[src/rtl/a2_bus_sequencer.sv]
// Apple II slot bus cycle tracker: derives the S[2:0] phase count from C7M/PHI1,
// latches the card-select class at the sample point and issues read/write strobes.
module a2_bus_sequencer #(
    parameter int NOMPER  = 7,
    parameter int LONGPER = 8,
    parameter int TIMEOUT = 15
) (
    input  logic       C7M,
    input  logic       nRES,
    input  logic       PHI1,
    input  logic       nDEVSEL,
    input  logic       nIOSEL,
    input  logic       nIOSTRB,
    input  logic       nWE,
    output logic [2:0] S,
    output logic       Synced,
    output logic       CSDBEN,
    output logic       DevAcc,
    output logic       IOAcc,
    output logic       StrbAcc,
    output logic       WrAcc,
    output logic       WrStb,
    output logic       RdStb,
    output logic       CycleErr
);

    localparam logic [3:0] NOM4    = 4'(NOMPER);
    localparam logic [3:0] LONG4   = 4'(LONGPER);
    localparam logic [3:0] TMO_PRE = 4'(TIMEOUT - 1);

    function automatic logic [3:0] sat_inc4(input logic [3:0] v);
        return (v == 4'hF) ? v : v + 4'd1;
    endfunction

    logic       phi1q;
    logic       phi0seen;
    logic       armed;
    logic [3:0] cnt;

    logic       rise;
    logic       timeout;
    logic       any_sel;
    logic [2:0] s_nxt;
    logic       phi0seen_nxt;
    logic       armed_nxt;
    logic [3:0] cnt_nxt;
    logic       synced_nxt;
    logic       csdben_nxt;
    logic [3:0] flags_nxt;
    logic       wrstb_nxt;
    logic       rdstb_nxt;
    logic       cycerr_nxt;

    assign rise    = PHI1 & ~phi1q;
    // Fires once as the counter steps onto TIMEOUT; the saturated counter then stays quiet.
    assign timeout = ~rise & (cnt == TMO_PRE);
    assign any_sel = DevAcc | IOAcc | StrbAcc;

    always_ff @(posedge C7M or negedge nRES) begin
        if (!nRES) begin
            S        <= 3'd0;
            phi1q    <= 1'b0;
            phi0seen <= 1'b0;
            armed    <= 1'b0;
            cnt      <= 4'd0;
            Synced   <= 1'b0;
            CSDBEN   <= 1'b0;
            DevAcc   <= 1'b0;
            IOAcc    <= 1'b0;
            StrbAcc  <= 1'b0;
            WrAcc    <= 1'b0;
            WrStb    <= 1'b0;
            RdStb    <= 1'b0;
            CycleErr <= 1'b0;
        end else begin
            S        <= s_nxt;
            phi1q    <= PHI1;
            phi0seen <= phi0seen_nxt;
            armed    <= armed_nxt;
            cnt      <= cnt_nxt;
            Synced   <= synced_nxt;
            CSDBEN   <= csdben_nxt;
            {DevAcc, IOAcc, StrbAcc, WrAcc} <= flags_nxt;
            WrStb    <= wrstb_nxt;
            RdStb    <= rdstb_nxt;
            CycleErr <= cycerr_nxt;
        end
    end

    always_comb begin
        s_nxt = S;
        if (timeout)
            s_nxt = 3'd0;
        else if (rise && phi0seen)
            s_nxt = 3'd1;
        else if (S == 3'd0)
            s_nxt = 3'd0;
        else if (S == 3'd7)
            s_nxt = 3'd7;   // S7 absorbs the stretched cycle
        else
            s_nxt = S + 3'd1;

        phi0seen_nxt = timeout ? 1'b0 : (phi0seen | ~PHI1);
        // The first real rise after reset/timeout only arms the period check.
        armed_nxt    = timeout ? 1'b0 : (armed | (rise & phi0seen));
        cnt_nxt      = rise ? 4'd1 : sat_inc4(cnt);
    end

    always_comb begin
        synced_nxt = ~timeout & (Synced | (s_nxt != 3'd0));
        csdben_nxt = s_nxt[2];

        flags_nxt = {DevAcc, IOAcc, StrbAcc, WrAcc};
        if (timeout || s_nxt == 3'd1)
            flags_nxt = 4'b0000;
        else if (S == 3'd4)
            flags_nxt = {~nDEVSEL, ~nIOSEL, ~nIOSTRB, ~nWE};

        // Strobes are decided from the flags as they stand in S6, even if a resync lands here.
        wrstb_nxt = (S == 3'd6) &  WrAcc & any_sel;
        rdstb_nxt = (S == 3'd6) & ~WrAcc & any_sel;

        cycerr_nxt = CycleErr |
                     (rise & phi0seen & armed & ~((cnt == NOM4) | (cnt == LONG4)));
    end

endmodule

[config.mk]
export PLATFORM = sky130hd
export DESIGN_NAME = a2_bus_sequencer
export DESIGN_NICKNAME = d
export VERILOG_FILES = /design/src/rtl/a2_bus_sequencer.sv
export SDC_FILE = /design/constraint.sdc
export NUM_CORES = 1
export LEC_CHECK = 0
export ABC_AREA = 1
export CAP_MARGIN = 20
export CORE_MARGIN = 2
export CORE_UTILIZATION = 49
export DETAILED_ROUTE_END_ITERATION = 8
export MAX_ROUTING_LAYER = met4
export PLACE_DENSITY = 0.77
export SYNTH_ARGS = -nofsm -noshare
export SYNTH_HDL_FRONTEND = slang
export SYNTH_SLANG_ARGS = --single-unit
[constraint.sdc]
create_clock -name C7M -period 1.4 [get_ports C7M]
set_clock_uncertainty 0.15 [all_clocks]
set_input_delay 0.28 -clock C7M [delete_from_list [all_inputs] [get_ports C7M]]
set_output_delay 0.28 -clock C7M [all_outputs]
set_load 0.1 [all_outputs]
==> summary.txt, run 1 <==
Outcome
  • Status: complete, but fails checks
  • Failing checks: setup timing

Clocking
  • CTS clk-pin slew, worst paths: 110 ps
  • CTS buffer count: 3
  • CTS tree: yes
  • Clock Path Buffers: 2
  • H-tree depth: 1
  • Root Buffer Master: clkbuf_4
  • Post-CTS Hold Fix Bufs: 0
  • Clock sinks: 18
  • Worst skew pair latency: 300 ps

Synthesis
  • Seq cells post-synth: 18
  • Sequential share of the synthesized area: 0.491
  • Post-Syn Nets: 114
  • Mapped cell area: 917 µm²
  • Cells after Synth: 101
  • Mean area per synthesized cell: 9.08 µm²
  • Library cells used by synthesis: 20
  • Largest cells by area after synthesis: dfrtp_1, ha_1, inv_1, nor2_1, nand2_1
  • Cell taking the most area after synthesis: dfrtp_1
  • Synth top area share: 0.491
  • Synthesis Warnings: 0

Route
  • Vias: 814
  • Routed WL: 2490 µm
  • Drt wl/cell: 15.7 µm
  • Antenna-violating nets left: 0
  • DR pass1 iterations: 4
  • Residual DRC: 0
  • Starting DRT DRC Count: 13
  • Number of vias per cell: 5.15

STA
  • FMAX: 647 MHz
  • Slew Viols, Final: 0
  • Setup violators final: 10
  • RSZ-0062 raised after global routing: true
  • Min cycle time layout: 1550 ps
  • Max_slew headroom: 0.795
  • Crit share post-route: 1.10
  • Slew of the pin with the lowest slew margin: 305 ps
  • Final worst slack: -146 ps
  • Final Hold Vio Count: 0

Worst setup path
  • Critical Path RT: 970 ps
  • Largest stage delay on the critical path: 520 ps
  • Worst R2R Path Depth: 8
  • CP Cell Sequence: buf_6 -> buf_12
  • Worst Path Arrival: 1120 ps
  • Crit path from: S[1]
  • Type of the worst setup path: flip-flop to primary output
  • Slowest CP cell: dfrtp_4
  • Crit-path max FO: 4
  • Worst setup path end: S[1]
  • Launching element type of the critical path: flip-flop
  • R2r startpoint: S[0]
  • Crit end category: primary output
  • Worst R2R End: IOAcc
  • FF-to-FF setup slack: -140 ps

Pwr
  • Power per Cell Area: 2560 nW/µm²
  • VDD IR max: 2110 µV
  • Leak: 0.670 nW

Floorplan
  • Core area: 1750 µm²
  • Io pins: 19
  • Die extent in y: 47.3 µm
  • Die Width: 47.3 µm
  • Initial Util: 0.525
  • Row Count: 15
  • Die area: 2230 µm²

Finish
  • Register Area: 464 µm²
  • Multi-input logic area: 482 µm²
  • Share of cells above drive strength 1: 0.451
  • Non-Filler Instances: 158
  • Antenna diode count: 0
  • Nets@finish: 147
  • Layout area overhead: 62.6%
  • Fillers: 85

Global routing
  • Grt ovf: 0
  • First-pass GRT wire length: 3440 µm
  • Met3 GRT Util: 0.0577
  • GRT Overall Usage: 0.245
  • Initial antenna violation count: 0
  • Largest net degree at the start of global routing: 19
  • Global Route met2 Usage: 0.419
  • Vias in the first global route: 756
  • Grt peak-use layer: met2
  • GRT met1 Usage: 0.263

Place
  • DP Worst Slack: -262 ps
  • Routability congestion estimate from global placement: 0.825
  • HPWL Detailed: 1520 µm
  • Placed instance count: 150
  • Port buffer count: 18

Min path
  • Hold WC Path Type: input pin to asynchronous set/reset pin

Flow run
  • Number of max-cap violations: 0
-- routing by layer --
layer	part of all wire	vias up
li1	-	387
met1	0.40	392
met2	0.54	27
met3	0.035	8
met4	0.025	0
met5	0	-
-- worst min-delay path by stage --
stage / from / endpoint
global route: nRES / S[1]
detailed placement: armed / armed
global placement: armed / armed
floorplan: nRES / CycleErr
finish: nRES / S[1]
CTS: nRES / S[1]
-- cells in the final DEF (no fill, tap or decap) --
cell,instances
inv_1,14
dfrtp_1,13
buf_12,12
nor2_1,10
nand2_1,9
buf_4,8
o21ai_0,6
clkdlybuf4s50_1,6
inv_2,4
nand3_4,4
nand2_2,4
dfrtp_4,3
nand2_4,3
nor3_1,3
nand3_1,3
ha_1,3
clkbuf_4,3
buf_6,3
dfrtp_2,2
inv_4,2
nor2_4,2
a21oi_1,2
ha_4,2
clkinv_1,1
a31oi_1,1
nand3_2,1
a31oi_4,1
a31o_2,1
a211oi_1,1
nand4_2,1
nor2_2,1
o21ai_1,1
o21ai_2,1
ha_2,1
clkbuf_8,1
-- flip-flops by register name, summed over array words and instances, names as in the netlist --
name	cells
armed	1
Synced	1
DevAcc	1
WrAcc	1
phi0seen	1
CSDBEN	1
RdStb	1
CycleErr	1
IOAcc	1
WrStb	1
S	2
phi1q	1
cnt	4
StrbAcc	1
-- where the power goes --
| part | switching, W | internal (W) | total (W) |
|---|---|---|---|
| registers | 0.000224 | 0.000696 | 0.000920 |
| logic | 0.00157 | 0.000990 | 0.00256 |
| clock network | 0.000179 | 0.000159 | 0.000338 |
-- cells by family (layout without fill, tap and decap cells) --
| family | count (synthesis) | after routing | synth area share |
|---|---|---|---|
| buffers and inverters | 22 | 54 | 0.0941 |
| adders and majority gates | 6 | 6 | 0.0819 |
| AOI/OAI and AO/OA | 14 | 14 | 0.0860 |
| and+or+nand+nor | 41 | 41 | 0.247 |
| DFF | 18 | 18 | 0.491 |
-- cell usage after synthesis --
cell,n
nand3_1,4
a21oi_1,2
nand2_1,12
a31oi_1,2
inv_1,18
nand4_2,1
o21ai_0,8
ha_1,6
buf_4,1
a31o_2,1
dfrtp_1,18
nor2_1,13
nand2_4,1
nor3_1,3
clkinv_1,1
nand2_2,3
nand3_2,2
nand3_4,2
a211oi_1,1
inv_2,2
-- stage by stage --
step                total power (W)  hold slack, ps  cell area, µm²  utilization  setup TNS [ps]
floorplan                   0.00226            -166             951            -            -943
global placement            0.00298             331            1330        0.761           -1890
detailed placement          0.00306             334            1330        0.761           -2450
CTS                         0.00351             142            1390        0.799            -740
global route                0.00396             177            1490        0.854           -1430
finish                      0.00382             134            1490        0.854            -990
-- critical path, delay by kind of cell, from the launching register on --
family | cells | cell delay [ps]
DFF | 1 | 520
buffers and inverters | 2 | 280
-- area by class of cell --
class | count | area share
multi-input cells | 61 | 0.323
flip-flops and latches | 18 | 0.311
repair buffers | 29 | 0.264
inverters | 21 | 0.0562
clock buffers | 4 | 0.0243
well taps | 25 | 0.0210
-- timing repair --
action | in CTS | in global routing
setup buffers | 1 | 3
gates cloned | 0 | 0
resized for setup | 9 | 17
endpoints found under the setup margin | 9 | 12
pin swaps | 2 | 2
No activity file was read; power rests on OpenSTA's default activity.
==> inputs of run 2 (changes only) <==
--- a/config.mk
+++ b/config.mk
@@ -12,6 +12,7 @@
 export DETAILED_ROUTE_END_ITERATION = 8
 export MAX_ROUTING_LAYER = met4
 export PLACE_DENSITY = 0.77
+export REMOVE_ABC_BUFFERS = 1
 export SYNTH_ARGS = -nofsm -noshare
 export SYNTH_HDL_FRONTEND = slang
 export SYNTH_SLANG_ARGS = --single-unit
==> summary.txt, run 2 (synthesis results as in run 1) <==
Finish
  • Antenna diode count: 0 (unchanged)
  • Share of cells above drive strength 1: 0.373 (-0.0780)
  • Nets@finish: 148 (+0.68%)
  • Biggest register: cnt
  • Final Util: 0.811 (-0.0437)
  • Final instance area: 1420 µm² (-5.1%)
  • Multi-input logic area: 413 µm² (-14%)
  • Layout area overhead: 54.3%
  • Fillers: 102 (+20%)
  • Commonest non-fill, non-tap cell in the layout: dfrtp_1
  • Most frequent cells in the layout: dfrtp_1, inv_1, nor2_1, buf_12, nand2_1
  • Largest regs: cnt: 4 flops, S: 2 flops
  • Max reg flops: 4 (unchanged)
  • Register Area: 450 µm² (-3.0%)

Route
  • Antenna-violating nets left: 0 (unchanged)
  • Routed WL: 1970 µm (-21%)
  • Starting DRT DRC Count: 21 (+8)
  • Number of vias per cell: 4.93 (-4.3%)
  • Vias: 784 (-3.7%)
  • Residual DRC: 0 (unchanged)
  • DR pass1 iterations: 4 (unchanged)
  • Drt wl/cell: 12.4 µm (-21%)

STA
  • Setup violators final: 8 (-2)
  • Crit share post-route: 1.04 (-0.0676)
  • FMAX: 689 MHz (+6.5%)
  • Max_slew headroom: 0.814 (+0.0192)
  • Final worst slack: -51.2 ps (+94.6 ps)
  • Slew of the pin with the lowest slew margin: 277 ps (-28.6 ps)
  • Slew Viols, Final: 0 (unchanged)
  • Worst hold margin: 142 ps (+7.60 ps)
  • Min cycle time layout: 1450 ps (-94.6 ps)
  • Final Hold Vio Count: 0 (unchanged)
  • RSZ-0062 raised after global routing: true

Global routing
  • Grt ovf: 0 (unchanged)
  • Initial antenna violation count: 0 (unchanged)
  • Largest net degree at the start of global routing: 19 (unchanged)
  • First-pass GRT wire length: 3320 µm (-3.6%)
  • Vias in the first global route: 796 (+5.3%)
  • GRT Overall Usage: 0.221 (-0.0239)

Clocking
  • Post-CTS Hold Fix Bufs: 0 (unchanged)
  • CTS buffer count: 3 (unchanged)
  • Clock Path Buffers: 2 (unchanged)
  • H-tree depth: 1 (unchanged)
  • CTS clk-pin slew, worst paths: 110 ps (about the same)
  • Root Buffer Master: clkbuf_4
  • Worst skew pair latency: 300 ps (about the same)
  • Clock sinks: 18 (unchanged)
  • CTS tree: yes

Worst setup path
  • Crit-path max FO: 4 (unchanged)
  • Crit end category: primary output
  • Type of the worst setup path: flip-flop to primary output
  • Worst Path Arrival: 1020 ps (-100 ps)
  • Launching element type of the critical path: flip-flop
  • FF-to-FF setup slack: -20 ps (+120 ps)
  • Worst R2R Path Depth: 7 (-1)
  • Critical Path RT: 970 ps (about the same)

Place
  • HPWL Detailed: 1480 µm (-2.6%)
  • DP Worst Slack: -230 ps (+32.0 ps)
  • Port buffer count: 18 (unchanged)
  • Placed Area: 1300 µm² (-2.0%)
  • Routability congestion estimate from global placement: 0.805 (-2.5%)

Floorplan
  • Die area: 2230 µm² (unchanged)
  • Die extent in y: 47.3 µm (unchanged)
  • Io pins: 19 (unchanged)
  • Row Count: 15 (unchanged)
  • Die Width: 47.3 µm (unchanged)
  • Core area: 1750 µm² (unchanged)
  • Initial Util: 0.525 (unchanged)

Outcome
  • Failing checks: setup timing
  • Status: complete, but fails checks

Pwr
  • Power per Cell Area: 2520 nW/µm² (-1.7%)
  • VDD IR max: 1500 µV (-29%)
  • Leak: 0.656 nW (-2.1%)
  • Total power: 0.00356 W (-6.7%)

Min path
  • Hold WC Path Type: input pin to asynchronous set/reset pin

Flow run
  • Number of max-cap violations: 0 (unchanged)
==> run 2: power by group <==
| part | total [W] | internal [W] | switching [W] |
|---|---|---|---|
| registers | 0.000851 | 0.000666 | 0.000184 |
| clock network | 0.000322 | 0.000159 | 0.000163 |
| logic | 0.00239 | 0.000950 | 0.00144 |
| total | 0.00356 | 0.00178 | 0.00178 |
==> run 2: through the flow <==
step / instances / TNS [ps]
finish: 159 / -179
global route: 159 / -859
CTS: 157 / -440
detailed placement: 151 / -2220
global placement: 151 / -1960
floorplan: 100 / -10800
==> run 2: path summary, 6_finish.rpt <==
kind,from,to
max,S[1],S[1]
min,nRES,CycleErr
max reg2reg,S[0],Synced
min reg2reg,armed,armed
max in group asynchronous,nRES,S[1]
min in group C7M,armed,armed
==> run 2: worst max-delay path: stages, from the launching register on <==
cell and delay [ps]:
dfrtp_1 440, buf_6 140, buf_12 150
==> run 2: timing repair <==
action,4_1_cts,5_1_grt
setup endpoints to repair,9,13
setup buffers,2,2
gates resized for setup,7,9
pin swaps,3,2
endpoints found under the hold margin,0,0
gates cloned,0,0
==> run 2: routing by layer <==
metal,GRT usage,vias to the layer above,part of all wire
li1,-,382,-
met1,0.240,376,0.39
met2,0.389,22,0.56
met3,0.0346,4,0.033
met4,0.100,0,0.015
met5,-,-,0
==> run 2: cell type report <==
| type | instances | share of cell area |
|---|---|---|
| sequential | 18 | 0.318 |
| multi-input combinational | 61 | 0.292 |
| timing repair buffer | 30 | 0.286 |
| inverter | 21 | 0.0557 |
| clock buffer | 4 | 0.0256 |
| tap | 25 | 0.0221 |
==> inputs of run 3 (changes only) <==
--- a/config.mk
+++ b/config.mk
@@ -16,3 +16,4 @@
 export SYNTH_ARGS = -nofsm -noshare
 export SYNTH_HDL_FRONTEND = slang
 export SYNTH_SLANG_ARGS = --single-unit
+export TNS_END_PERCENT = 100
==> results of run 3 <==
Same layout as run 2: the final DEF is identical, and so are final timing and power.
==> variant, RTL diff (settings of run 2) <==
Add an input register stage for `PHI1`, `nDEVSEL`, `nIOSEL`, `nIOSTRB` and `nWE`; this delays them by one clock. Comments in the files are not updated.
--- a/src/rtl/a2_bus_sequencer.sv
+++ b/src/rtl/a2_bus_sequencer.sv
@@ -30,2 +30,16 @@
 
+    logic PHI1_q;
+    logic nDEVSEL_q;
+    logic nIOSEL_q;
+    logic nIOSTRB_q;
+    logic nWE_q;
+
+    always_ff @(posedge C7M) begin
+        PHI1_q    <= PHI1;
+        nDEVSEL_q <= nDEVSEL;
+        nIOSEL_q  <= nIOSEL;
+        nIOSTRB_q <= nIOSTRB;
+        nWE_q     <= nWE;
+    end
+
     function automatic logic [3:0] sat_inc4(input logic [3:0] v);
@@ -53,3 +67,3 @@
 
-    assign rise    = PHI1 & ~phi1q;
+    assign rise    = PHI1_q & ~phi1q;
     // Fires once as the counter steps onto TIMEOUT; the saturated counter then stays quiet.
@@ -76,3 +90,3 @@
             S        <= s_nxt;
-            phi1q    <= PHI1;
+            phi1q    <= PHI1_q;
             phi0seen <= phi0seen_nxt;
@@ -102,3 +116,3 @@
 
-        phi0seen_nxt = timeout ? 1'b0 : (phi0seen | ~PHI1);
+        phi0seen_nxt = timeout ? 1'b0 : (phi0seen | ~PHI1_q);
         // The first real rise after reset/timeout only arms the period check.
@@ -116,3 +130,3 @@
         else if (S == 3'd4)
-            flags_nxt = {~nDEVSEL, ~nIOSEL, ~nIOSTRB, ~nWE};
+            flags_nxt = {~nDEVSEL_q, ~nIOSEL_q, ~nIOSTRB_q, ~nWE_q};
 
Check against the original RTL: not equivalent (a bounded check fails within 4 cycles, from zero or initial values).
==> variant against run 2 <==
- the flow still finishes with violations (setup timing)
- synthesized cell count up 5.0%
- synthesized area is 11% higher
- routed wire length grew 5.8%
- sequential cell count is 5 higher
- final area grew 11%
- setup slack got worse by 0.011 ns
- global-route usage down 3.2 points
- total power is 2.4% higher
- sequential share of layout area is 3.3 points higher
- clock power decreased by 9.6%
- critical path type unchanged
- largest power group unchanged
==> variant: results (changes against run 2) <==
Place
  • Placer congestion estimate: 0.7795 (-3.1%)
  • Post-detail-place hpwl: 1458 um (-1.8%)
  • Setup WS pre-CTS: -0.05216 ns (+0.1776 ns)

Routing
  • WL final: 2082 um (+5.8%)
  • WL met3: 50 um (-22%)
  • Post-DR vias/cell: 4.994 (+1.3%)
  • Max layer used: met4
  • Met2 Routed Length: 1125 um (+1.4%)
  • Post-Route M1 WL: 849 um (+11%)
  • 1st-iter DRT viols: 16 (-24%)

Power
  • Lkg Pwr: 0.7022 nW (+7.1%)
  • Part of the power in registers: 26.7% (+2.8 points)
  • Sw Pwr: 1.818 mW (+1.9%)
  • Worst vdd ir: 0.001644 V (+9.8%)

Layout
  • Multi-input gate count: 61 (unchanged)
  • NumNets Final: 151 (+2.0%)
  • Register area: 550.5 um^2 (+22%)
  • Non-CTS buffers: 28 (-6.7%)
  • # fillers: 120 (+18%)
  • Non-clock buffer share: 24.68% (-4.0 points)
  • Layout cells sized above 1: 40.88% (+3.6 points)
  • Clk cell area share: 1.757% (-0.81 points)
  • Clk_buf instances: 3 (-1)
  • Antenna cells: 0 (unchanged)
  • Multi-input logic portion of the cell area: 31.23% (+2.1 points)

Synth
  • Synth top cells by count: dfrtp_1 (18), inv_1 (18), nor2_1 (13)
  • Synth top area share: 44.28% (-4.8 points)
  • Synth top area cells: dfrtp_1 (44%), dfxtp_1 (9.8%), ha_1 (7.4%)
  • Post-synth top flop: dfrtp_1
  • Post-synthesis async set-or-reset flop share: 78.26% (-22 points)
  • Number of flops mapped to enable cells by yosys: 0 (unchanged)
  • Yosys cell types: 21 (+5.0%)
  • Register area share after synthesis: 54.12% (+5.0 points)

Outcome
  • Violated checks: setup timing
  • Status: complete, but fails checks

Global route
  • Initial antenna violation count: 0 (unchanged)
  • GR Layer Usage met2: 32.89% (-6.0 points)
  • Global Route Usage Sum: 18.91% (-3.2 points)
  • GR met1 Demand/Resource: 21.94% (-2.1 points)
  • Number of global-route vias before repair: 835 (+4.9%)
  • M3 GR Usage: 3.030% (-0.43 points)
  • First-pass GRT wire length: 3532 um (+6.4%)

STA
  • Final setup violation count: 8 (unchanged)
  • Fin Setup TNS: -0.3287 ns (-0.1500 ns)
  • Final setup margin: -0.06173 ns (-0.01053 ns)
  • Slew HR: 79.49% (-1.9 points)

Setup path
  • CP Data Arrival Time: 1.03 ns
  • Crit Path Max Fanout: 3 (-1)

Clocking
  • H-tree depth: 1 (unchanged)
  • Worst-path clk slew: 0.12 ns
  • Clock sinks: 23 (+5)
  • Clk root buf: clkbuf_4
[variant: changes by cell type in the layout (fill, tap and decap cells not counted), sizes merged]
cell and delta:
buf -2, clkinv +1, dfxtp +5, clkbuf -1
[variant: power groups by stage]
stage	clock network (mW)	registers (mW)	logic, mW
after floorplan	0	1.62	0.564
after global placement	0	0.965	1.86
after detailed placement	0	0.975	1.92
after CTS	0.303	0.958	2.08
after global routing	0.336	0.994	2.51
final	0.291	0.974	2.38
[variant: worst max-delay path, stage by stage, from the launching register on]
cell     delay (ns)
dfrtp_1        0.44
buf_6          0.14
buf_12         0.15
[variant: final timing paths]
check,start,to,slack (ns),depth (start not counted)
worst max-delay path,S[1],S[1],-0.06,2
worst min-delay path,nRES,IOAcc,0.15,2
worst max register to register,S[0],StrbAcc,-0.04,8
worst min register to register,PHI1_q,phi1q,0.28,0
max in group asynchronous,nRES,S[0],0.75,2
min in group C7M,nIOSTRB,nIOSTRB_q,0.25,1
[variant: logic make-up (layout without fill, tap and decap cells)]
| kind of cell | count (synthesis) | in the layout | synth area share, % |
|---|---|---|---|
| AND/OR/NAND/NOR | 41 | 41 | 22.26 |
| flip-flops | 23 | 23 | 54.12 |
| buffers and inverters | 22 | 53 | 8.487 |
| AO/OA/AOI/OAI | 14 | 14 | 7.750 |
| adder cells (fa/ha/maj) | 6 | 6 | 7.380 |
[variant: through the flow]
stage / cells / instance area, um^2
after floorplan: 105 / 1010
final: 164 / 1567
after CTS: 162 / 1465
after detailed placement: 155 / 1381
after global routing: 164 / 1567
after global placement: 155 / 1381
[variant: what timing repair did]
item,in CTS,in global routing
buffers inserted,3,2
gates resized for setup,9,22
endpoints found under the setup margin,9,16
pin swaps,3,6
